### config.mk
export PLATFORM = sky130hd
export DESIGN_NAME = nibble_serial_add_ctrl
export DESIGN_NICKNAME = d
export VERILOG_FILES = /design/src/rtl/nibble_serial_add_ctrl.sv
export SDC_FILE = /design/constraint.sdc
export NUM_CORES = 1
export LEC_CHECK = 0
export BUFFER_PORTS_ARGS = -buffer_cell sky130_fd_sc_hd__buf_2
export CORE_MARGIN = 3
export CORE_UTILIZATION = 38
export DETAILED_ROUTE_END_ITERATION = 10
export MAX_ROUTING_LAYER = met4
export PLACE_DENSITY = 0.67
export SYNTH_ARGS = -nofsm -noshare
export SYNTH_HDL_FRONTEND = slang
export SYNTH_SLANG_ARGS = --single-unit
export TNS_END_PERCENT = 30
### constraint.sdc
create_clock -name clk -period 8.2 [get_ports clk]
set_input_delay 1.64 -clock clk [delete_from_list [all_inputs] [get_ports clk]]
set_output_delay 1.64 -clock clk [all_outputs]
set_load 0.02 [all_outputs]
### src/rtl/nibble_serial_add_ctrl.sv
// rtl/nibble_serial_add_ctrl.sv - WIDTH-bit add/sub sequenced over one 4-bit adder slice
module nibble_serial_add_ctrl #(
    parameter int WIDTH = 16
) (
    input  logic             clk,
    input  logic             rst,
    input  logic             in_valid,
    output logic             in_ready,
    input  logic [WIDTH-1:0] in_a,
    input  logic [WIDTH-1:0] in_b,
    input  logic             in_cin,
    input  logic             in_sub,
    output logic             out_valid,
    input  logic             out_ready,
    output logic [WIDTH-1:0] out_sum,
    output logic             out_cout,
    output logic             out_ovf,
    output logic             busy
);

    localparam int NSLICE = WIDTH / 4;
    localparam int KW     = (NSLICE > 1) ? $clog2(NSLICE) : 1;
    localparam logic [KW-1:0] LAST_K = KW'(NSLICE - 1);

    typedef enum logic [1:0] {IDLE, RUN, DONE} state_t;

    state_t           state;
    logic [WIDTH-1:0] a_r;
    logic [WIDTH-1:0] b_r;
    logic             carry;
    logic [KW-1:0]    k;
    logic [3:0]       a_nib;
    logic [3:0]       b_nib;
    logic [4:0]       nib;

    assign in_ready = (state == IDLE) && !rst;

    // The single shared adder slice, steered by the slice index.
    always_comb begin
        a_nib = a_r[{k, 2'b00} +: 4];
        b_nib = b_r[{k, 2'b00} +: 4];
        nib   = {1'b0, a_nib} + {1'b0, b_nib} + {4'b0000, carry};
    end

    always_ff @(posedge clk) begin
        if (rst) begin
            state     <= IDLE;
            out_valid <= 1'b0;
            out_sum   <= '0;
            out_cout  <= 1'b0;
            out_ovf   <= 1'b0;
            busy      <= 1'b0;
            k         <= '0;
            carry     <= 1'b0;
            a_r       <= '0;
            b_r       <= '0;
        end else begin
            case (state)
                IDLE: begin
                    if (in_valid) begin
                        // Subtraction is A + ~B + ~borrow, so invert B and the carry-in here.
                        a_r   <= in_a;
                        b_r   <= in_sub ? ~in_b : in_b;
                        carry <= in_cin ^ in_sub;
                        k     <= '0;
                        busy  <= 1'b1;
                        state <= RUN;
                    end
                end
                RUN: begin
                    out_sum[{k, 2'b00} +: 4] <= nib[3:0];
                    carry <= nib[4];
                    k     <= k + 1'b1;
                    if (k == LAST_K) begin
                        out_cout  <= nib[4];
                        out_ovf   <= a_r[WIDTH-1] ^ b_r[WIDTH-1] ^ nib[3] ^ nib[4];
                        out_valid <= 1'b1;
                        state     <= DONE;
                    end
                end
                DONE: begin
                    if (out_ready) begin
                        out_valid <= 1'b0;
                        busy      <= 1'b0;
                        state     <= IDLE;
                    end
                end
                default: state <= IDLE;
            endcase
        end
    end

endmodule

Yosys cells after proc, flatten, opt, wreduce, memory -nomap -nowiden
Index checks and enable logic that the tools add are counted.
{"block": "word_totals", "output_inout_bits": 21, "word_cells": 56, "in_bits": 38, "ff_bits": 57}
{"block": "op_classes", "n_eq_ne": 6, "n_shift": 4, "n_mux": 15, "addsub": 4, "reduce_logical": 12, "bitwise": 5}
{"operator": "16-bit by 5-bit indexed part select with 4-bit output", "n": 2}
{"operator": "16-bit bitwise mux", "n": 1}
{"operator": "16-bit 2-to-1 mux", "n": 1}
{"operator": "16-bit inverter", "n": 1}
{"operator": "4-bit by 6-bit variable shift with 16-bit output (first input constant)", "n": 1}
{"operator": "4-bit by 6-bit indexed part select with 16-bit output", "n": 1}
{"operator": "3-bit AND reduction", "n": 3}
{"operator": "2-bit 2-to-1 mux", "n": 4}
{"operator": "2-bit != test (second input constant)", "n": 3}
{"operator": "4-bit negator with 6-bit output", "n": 1}
{"operator": "1-bit case mux with 2 select lines", "n": 3}
{"operator": "2-bit case mux with 3 select lines", "n": 1}
{"operator": "2-bit AND reduction", "n": 3}
{"operator": "2-bit nonzero test", "n": 3}
{"operator": "4-bit by 4-bit adder with 5-bit output", "n": 1}
{"operator": "5-bit by 1-bit adder with 5-bit output", "n": 1}
{"operator": "2-bit == test (second input constant)", "n": 2}
{"operator": "1-bit 2-to-1 mux", "n": 4}
{"operator": "2-bit case mux with 2 select lines", "n": 1}
{"operator": "1-bit XOR", "n": 4}
{"operator": "2-bit by 1-bit adder with 2-bit output (second input constant)", "n": 1}
{"operator": "2-bit by 1-bit == test with 1-bit output (second input constant)", "n": 1}
{"operator": "2-bit zero test", "n": 1}
{"operator": "1-bit logical AND", "n": 1}
{"operator": "1-bit zero test", "n": 1}

Longest topological paths before layout
Gate-level depths: netlist of the first run.
{"block": "depth", "ltp_word": 5, "depth_mapped": 8, "depth_no_buf": 7}

Least setup slack after synthesis of the first run
No wires, ideal clock.
{"block": "synth_timing", "kind": "in2out", "from": "input port rst", "to": "output port in_ready", "arrival_time_ns": 2.425, "n_path_buf": 2, "path_slack_ns": 4.135, "path_stages": 3, "required_ns": 6.560, "cell_sequence": "buf_4 > clkbuf_1 > nor3_1"}
{"block": "synth_between", "elab_chain_len": 2}
{"item": "from (decl)", "line": "6", "rtl": "input logic rst,"}
{"item": "1-bit zero test", "line": "36", "rtl": "assign in_ready = (state == IDLE) && !rst;"}
{"item": "1-bit logical AND", "line": "36"}
{"item": "to (decl)", "line": "8", "rtl": "output logic in_ready,"}
No other way between the ends.

Final worst setup path of the first run
Same ends and word-level chain as after synthesis.

==> out/qor.csv, run 1 <==
metric,value,unit
period_minus_slack,4.35,ns
drive_gt1_share,25.1,%
r2r-end,out_ovf,
final_cells,443,
worst_hold_slack,0.452,ns
syn_area,2690,um2
cts.sinks,57,
holdPathStages,2,
worst_slew_pin_slew,1.06,ns
placed_cell_area,3020,um2
report.final.setup_viol,0,
cts_tree,built,
irDropWorstVdd,0.0000867,V
slew_headroom,29.4,%
grt_pass1_wl,9.29,mm
antennaDiodeCount,0,
r2r-start,k[0],
critical_path_buf_inv_count,2,
synthCells,291,
crit_top_cell,buf_2,
hold_viol_final,0,
wl,5.61,mm
drv_cap,0,
ys_types,37,
holdBufCountCts,0,
grt_max_degree,60,
synth_seq_cells,57,
rsz0062_at_grt,false,
area_delta_synth_final,19.0,%
fin_nets,391,
crit_start,rst,
cts_resized,0,
yosysMostFrequentCell,dfxtp_1,
crit_type,in -> out,
drc,0,
drt-pass1-iter-count,4,
drt_iter0_markers,81,
cts_buffers,9,
fmax,230,MHz
track_usage,14.6,%
drv_slew,0,
io_buffers,58,
async_flop_share,0,%
cp_max_fo,59,
cts_setup_buffers,0,
ys.flop_type,dfxtp_1,
end_kind,output pin,
cp.arrival,2.71,ns
power.total,0.657,mW
clkLatencyLatePin,0.33,ns
design.core.area,6830,um2
placementRows,30,
path_delay_family,buffers and inverters,
clk_path_buf_depth,2,
cp_cell_sequence,buf_2 > nor3_1 > buf_2,
min_period_over_period,53.0,%
synth_area_leaders,"dfxtp_1, mux4_2, nand2_1, a21oi_1, xnor2_1",
slowest_stage,buf_2,
die_w,90.2,um
ant_nets,0,
synth_warnings,0,
synth_area_leader_cell,dfxtp_1,
start_util,39.4,%
wl_per_cell,12.7,um
setup_tns,0,ns
startpoint_type,input pin,
antenna_found_initial,0,
rrSetupSlack,5.09,ns
grt-ovfl-total,0,
path_clk_slew,0.06,ns
leakage,1.31,nW
synth.avg_cell_area,9.25,um2
netlist_top_cells_count,"dfxtp_1, nand2_1, nor2_1",
status,finished clean,
synth_edf_count,0,
worstRegToRegCells,8,
hold_class,reg -> reg,
slowest_delay,0.78,ns
synth_top_area_share,42.4,%
gp_congestion,0.825,
vias_per_cell,4.86,
dieArea,8130,um2
crit_path_end,in_ready,
ys_seq_area_share,42.4,%
dp_hpwl,3.98,mm
num_vias,2154,
fin_area,3200,um2
cts-root-buf,clkbuf_8,
numPlacedInstances,427,
cts_max_level,3,
finClkSkew,0.00560,ns
ios,59,
grt_pass1_vias,2025,
cp.depth,3,
cp.required,6.56,ns
dieHeight,90.2,um
syn-num-nets,340,
power.density,205,nW/um2
==> cell families after synthesis <==
logic type | Yosys count | synth area share [%]
AOI/OAI and AO/OA | 67 | 16.1
and+or+nand+nor | 105 | 18.4
buffers and inverters | 24 | 4.60
DFF | 57 | 42.4
muxes | 8 | 6.69
adders and majority gates | 11 | 5.67
xor gates and xnor gates | 19 | 6.18
==> registers in the layout (all words and copies together) (netlist names) <==
signal and count:
a_r 16, b_r 16, busy 1, carry 1
k 2, out_cout 1, out_ovf 1, out_sum 16
out_valid 1, state 2
==> cell usage in the layout, fill, tap and decap left out, drive strengths merged, types with 2 or more instances in the layout <==
| cell | instances |
|---|---|
| a211oi | 17 |
| a21o | 2 |
| a21oi | 32 |
| a22oi | 12 |
| and3 | 2 |
| buf | 60 |
| clkbuf | 13 |
| clkinv | 2 |
| dfxtp | 57 |
| fa | 2 |
| ha | 9 |
| inv | 4 |
| mux4 | 8 |
| nand2 | 48 |
| nand2b | 2 |
| nand3 | 4 |
| nor2 | 37 |
| nor4 | 2 |
| or3b | 4 |
| xnor2 | 16 |
| xor2 | 3 |
==> through the flow <==
stage / setup slack (ns) / utilization (%)
2_1_floorplan: 4.13 / -
3_3_place_gp: 3.86 / 44.1
3_5_place_dp: 3.85 / 44.1
4_1_cts: 3.86 / 46.9
5_1_grt: 3.77 / 46.9
6_report: 3.85 / 46.9
==> per-layer routing <==
layer / GRT usage, % / up-vias / part of all wire [%]
met5: - / - / 0
met1: 18.5 / 973 / 48
met2: 21.4 / 59 / 45
met3: 4.69 / 9 / 5.5
met4: 6.38 / 0 / 1.4
li1: - / 1113 / -
==> worst reg2reg max path: stages (launching register included) <==
cell     delay, ns
dfxtp_1       0.53
buf_4         0.31
mux4_2        0.55
fa_1          0.43
fa_1          0.43
nand3_1       0.17
nand3_1       0.12
o211a_1       0.15
o41ai_1       0.31
==> report_power, final <==
| part | leakage [nW] | internal [mW] | switching [mW] |
|---|---|---|---|
| Combinational | 0.743 | 0.0437 | 0.0574 |
| Clock | 0.0974 | 0.148 | 0.105 |
| Sequential | 0.467 | 0.292 | 0.0103 |
==> area by class of cell <==
class                   instances  area [um2]
inverters                       4        15.0
multi-input cells             210        1430
clock buffers                  13         149
well taps                      96         120
repair buffers                 60         305
clock inverters                 3        40.0
fillers                       682        3630
flip-flops and latches         57        1140
==> worst min path at each step <==
| stage | startpoint | endpoint | slack, ns |
|---|---|---|---|
| floorplan | a_r[0] | a_r[0] | 0.43 |
| global placement | a_r[9] | a_r[9] | 0.44 |
| detailed placement | a_r[8] | a_r[8] | 0.45 |
| CTS | a_r[8] | a_r[8] | 0.45 |
| global route | a_r[0] | a_r[0] | 0.48 |
| finish | a_r[4] | a_r[4] | 0.45 |
(Power assumes the default switching activity.)
==> inputs of run 2 (changes only) <==
- ABC_AREA: unset -> 1
- PLACE_DENSITY: 0.67 -> 0.69
- clock period: 8.2 -> 3.62 ns (I/O delays scaled with it)
==> run 2 against run 1 <==
Against the previous run: count of clock-buffer cells in the layout shrank 3; non-clock buffer count is 1 higher; via count is 14% higher; final cell count increased by 14%; critical endpoint is now out_sum[14]; largest cell class unchanged; highest routed layer unchanged.
==> out/qor.csv, run 2 <==
metric,value,unit
worstRegToRegCells,10,
seq_power_share,39.5,%
num_vias,2462,
io_buffers,58,
grt_pass1_vias,2355,
antennaDiodeCount,0,
yosysMostFrequentCell,nor2_1,
final_cell_mix,"nor2_1, buf_2, dfxtp_1",
drv_slew,0,
power.density,520,nW/um2
period_minus_slack,2.62,ns
grt_max_degree,48,
wl_per_cell,12.8,um
crit_path_end,out_sum[14],
ys_seq_area_share,40.5,%
fillerInstances,741,
worst_slew_pin_slew,0.640,ns
slowest_delay,0.55,ns
crit_type,reg -> reg,
clkLatencyLatePin,0.35,ns
synth_warnings,0,
syn-num-nets,400,
min_period_over_period,72.5,%
slew_headroom,57.3,%
dp_hpwl,4.68,mm
intPower,1.26,mW
rsz0062_at_grt,false,
synth.avg_cell_area,8.02,um2
sw_frac_of_total,28.1,%
ant_nets,0,
drc,0,
final_util,48.3,%
cts_resized,0,
cts-root-buf,clkbuf_8,
dieArea,8480,um2
cts_tree,built,
reg_top3,"a_r x16, b_r x16, out_sum x16",
final_common_cell,nor2_1,
path_clk_slew,0.06,ns
setup_tns,0,ns
drt-pass1-iter-count,4,
placementRows,30,
cts_buffers,9,
status,finished clean,
dieHeight,92.1,um
crit_start,k[1],
cp.arrival,2.91,ns
drv_cap,0,
cts_setup_buffers,0,
clk_path_buf_depth,2,
r2r-end,out_sum[14],
drive_gt1_share,25.0,%
share_comb_of_total_power,18.7,%
grt-ovfl-total,0,
ys_types,29,
grt_pass1_wl,11.2,mm
hold_class,reg -> reg,
ys.flop_type,dfxtp_1,
finClkSkew,0.00648,ns
synth_area_leader_cell,dfxtp_1,
irDropWorstVdd,0.000186,V
cp_max_fo,13,
cp.required,3.91,ns
fin_nets,452,
wl,6.45,mm
end_kind,flop,
gp_congestion,0.872,
die_w,92.1,um
cts_max_level,3,
rrSetupSlack,1.0,ns
synth_top_area_share,40.5,%
start_util,40.3,%
p_clk_share,41.8,%
syn_area,2820,um2
slowest_stage,dfxtp_1,
synth_seq_cells,57,
cp_cell_sequence,inv_1 > o21ai_0 > o22ai_1 > fa_1 > fa_1 > xor2_1 > nand2_1 > nor2_1 > a22oi_1 > nor2_1,
p_switching,0.494,mW
holdPathStages,2,
drt_iter0_markers,108,
area_delta_synth_final,19.8,%
holdBufCountCts,0,
report.final.setup_viol,0,
vias_per_cell,4.88,
ios,59,
hold_viol_final,0,
async_flop_share,0,%
power.total,1.76,mW
fmax,381,MHz
r2r-start,k[1],
synth_area_leaders,"dfxtp_1, nor2_1, o21ai_0, a211oi_2, nand2_1",
synthCells,351,
synth_edf_count,0,
antenna_found_initial,0,
cts.sinks,57,
design.core.area,6980,um2
netlist_top_cells_count,"nor2_1, dfxtp_1, nand2_1",
track_usage,17.0,%
startpoint_type,flop,
leakage,1.44,nW
## run 2: cell count changes after synthesis, sizes merged, moves of 4 or more
cell and delta:
nor2 +41, o21ai +38, inv +12, a21oi -11, a22oi -8, mux4 -8, o22ai +8, nand3 +7
or3b -4
## run 2: critical path, delay by kind of cell, from the launching register on
| kind | cells | cell delay [ns] |
|---|---|---|
| simple gates | 3 | 0.30 |
| compound gates | 3 | 0.34 |
| fa+ha+maj | 2 | 0.87 |
| xor+xnor | 1 | 0.23 |
| buf+inv | 1 | 0.28 |
| flops | 1 | 0.55 |
## run 2: worst min-delay path by stage
| stage | startpoint | end |
|---|---|---|
| finish | out_sum[11] | out_sum[11] |
| global route | out_sum[11] | out_sum[11] |
| CTS | out_sum[11] | out_sum[11] |
| detailed placement | out_sum[11] | out_sum[11] |
| global placement | out_sum[9] | out_sum[9] |
| floorplan | a_r[15] | a_r[15] |
## run 2: layout make-up
class / instances / area [um2] / share of cell area, %
inverter: 17 / 63.8 / 1.89
clock inverter: 6 / 105 / 3.12
clock buffer: 10 / 138 / 4.08
timing repair buffer: 61 / 313 / 9.27
sequential: 57 / 1140 / 33.8
tap: 96 / 120 / 3.56
multi-input combinational: 257 / 1490 / 44.3
## run 2: cells by family after synthesis
family          Yosys count  synth area share, %
xor+xnor                 18                 5.60
fa+ha+maj                11                 5.42
simple gates            139                 21.3
flops                    57                 40.5
compound gates           89                 20.7
buf+inv                  37                 6.44
## run 2: power by group through the flow
stage / clock network (mW) / logic [mW] / registers, mW
after floorplan: 0 / 0.250 / 0.705
after global placement: 0 / 0.319 / 0.707
after detailed placement: 0 / 0.327 / 0.707
after CTS: 0.741 / 0.329 / 0.694
after global routing: 0.780 / 0.371 / 0.699
final: 0.735 / 0.328 / 0.693
## run 2: per-stage QoR
stage | cell area [um2] | hold slack (ns) | instances | worst slack [ns]
floorplan | 2820 | 0.457 | 351 | 1.24
global placement | 3130 | 0.452 | 488 | 1.11
detailed placement | 3130 | 0.455 | 488 | 0.987
CTS | 3370 | 0.465 | 504 | 0.983
global route | 3370 | 0.479 | 504 | 0.681
finish | 3370 | 0.464 | 504 | 0.996
## run 2: metal layers
layer  track usage [%]  part of all wire, %
met5                 -                    0
met4              7.05                  2.1
met3              4.43                  4.6
met2              25.4                   45
met1              21.9                   48
==> inputs of run 3 (changes only) <==
- ABC_AREA: 1 -> 0
- PLACE_DENSITY: 0.69 -> 0.67
- clock period: 3.62 -> 2.57 ns (I/O delays scaled with it)
==> run 3 against run 2 <==
Against the previous run: routed wire length decreased by 6.9%; final cell count is 11% lower; critical path depth fell by 3; clock skew increased by 0.0032 ns; combinational power increased by 6%; register-to-register slack worse by 0.90 ns; count of clock-buffer cells in the layout rose by 3; sequential share of layout area is 1.5 points higher; first-iteration DRC count is 2.8% lower; non-clock buffer count increased by 3; via count is 10% lower; largest cell class unchanged.
==> out/qor.csv, run 3 (same netlist as run 1, synthesis figures left out) <==
metric,value,unit
status,finished clean,
ant_nets,0,
use_met3,5.10,%
slowest_stage,mux4_2,
cts-root-buf,clkbuf_8,
cts_max_level,3,
placementRows,30,
wl_per_cell,13.4,um
cp.arrival,2.69,ns
cts_setup_buffers,0,
final_cell_mix,"buf_2, dfxtp_1, nand2_1",
grt_pass1_vias,2185,
dp_hpwl,4.41,mm
worst_slew_pin_slew,0.582,ns
use_met2,24.6,%
vias_per_cell,4.96,
reg_top3,"a_r x16, b_r x16, out_sum x16",
pre_cts_slack,0.106,ns
slew_headroom,61.1,%
cts.sinks,57,
final_common_cell,buf_2,
ff_latch_area,1140,um2
cp.required,2.79,ns
die_w,90.2,um
multi_input_area,1470,um2
hold_class,in -> reg,
drive_gt1_share,27.4,%
cts_buffers,9,
dieHeight,90.2,um
track_usage,16.1,%
setup_tns,0,ns
finClkSkew,0.00966,ns
drc,0,
drv_slew,0,
slowest_delay,0.51,ns
hold_viol_final,0,
report.final.setup_viol,0,
fmax,404,MHz
drt-pass1-iter-count,4,
drt_iter0_markers,105,
power.density,618,nW/um2
start_util,39.4,%
grt_use_met1,19.7,%
clk_path_buf_depth,2,
fillerInstances,693,
ios,59,
area_delta_synth_final,20.2,%
end_kind,flop,
wl,6.00,mm
grt_max_degree,47,
antenna_found_initial,0,
min_period_over_period,96.3,%
period_minus_slack,2.48,ns
gp_congestion,0.771,
busiest_layer,met2,
cp_max_fo,4,
irDropWorstVdd,0.000279,V
leakage,1.31,nW
setup_slack,0.0950,ns
crit_type,reg -> reg,
clkLatencyLatePin,0.34,ns
drv_cap,0,
antennaDiodeCount,0,
design.core.area,6830,um2
fin_nets,395,
cts_tree,built,
dieArea,8130,um2
io_buffers,58,
path_clk_slew,0.06,ns
grt-ovfl-total,0,
num_vias,2216,
grt_pass1_wl,10.2,mm
power.total,2.00,mW
startpoint_type,flop,
cp_cell_sequence,mux4_2 > fa_1 > fa_2 > nand3_2 > nand3_1 > a211oi_1 > o41ai_2,
-- run 3: cell count changes in the layout (fill, tap and decap cells not counted), sizes merged, moves of 11 or more --
cell,before,now
nor2,78,37
o21ai,38,0
inv,16,4
a21oi,21,32
-- run 3: power breakdown --
group	leakage (nW)	total (mW)	internal [mW]	switching, mW
logic	0.766	0.347	0.153	0.194
clock network	0.0774	0.689	0.347	0.342
registers	0.467	0.966	0.933	0.0329
total	1.31	2.00	1.43	0.569
-- run 3: timing repair --
item,4_1_cts,5_1_grt
setup endpoints to repair,0,5
resized for setup,0,3
hold buffers,0,0
-- run 3: final timing paths --
path / startpoint / endpoint / slack [ns] / cells after the start
setup reg to reg: k[0] / out_ovf / 0.09 / 7
hold / removal: in_a[3] / a_r[3] / 0.41 / 3
hold reg to reg: out_sum[7] / out_sum[7] / 0.45 / 2
setup / recovery: k[0] / out_ovf / 0.09 / 7
-- run 3: worst max-delay path, delay by kind of cell, from the launching register on --
family | cells | cell delay, ns
mux | 1 | 0.51
flops | 1 | 0.37
simple gates | 2 | 0.21
compound gates | 2 | 0.42
fa+ha+maj | 2 | 0.84
-- run 3: per-layer routing --
metal / wire length (um) / share of wire (%) / up-vias
li1: - / - / 1124
met3: 356 / 5.9 / 10
met1: 2730 / 45 / 1023
met5: 0 / 0 / -
met4: 104 / 1.7 / 0
met2: 2810 / 47 / 59
-- run 3: area by class of cell --
| type | instances | area share [%] |
|---|---|---|
| clock buffer | 13 | 4.29 |
| multi-input combinational | 210 | 45.3 |
| sequential | 57 | 35.4 |
| tap | 96 | 3.71 |
| clock inverter | 3 | 0.541 |
| inverter | 4 | 0.464 |
| timing repair buffer | 64 | 10.4 |
-- run 3: metrics by stage --
step / util [%] / hold slack (ns) / cells / area (um2)
5_1_grt: 47.4 / 0.413 / 447 / 3240
3_5_place_dp: 44.7 / 0.445 / 431 / 3060
3_3_place_gp: 44.7 / 0.445 / 431 / 3060
2_1_floorplan: - / 0.431 / 291 / 2710
4_1_cts: 47.0 / 0.400 / 447 / 3210
6_report: 47.4 / 0.409 / 447 / 3240
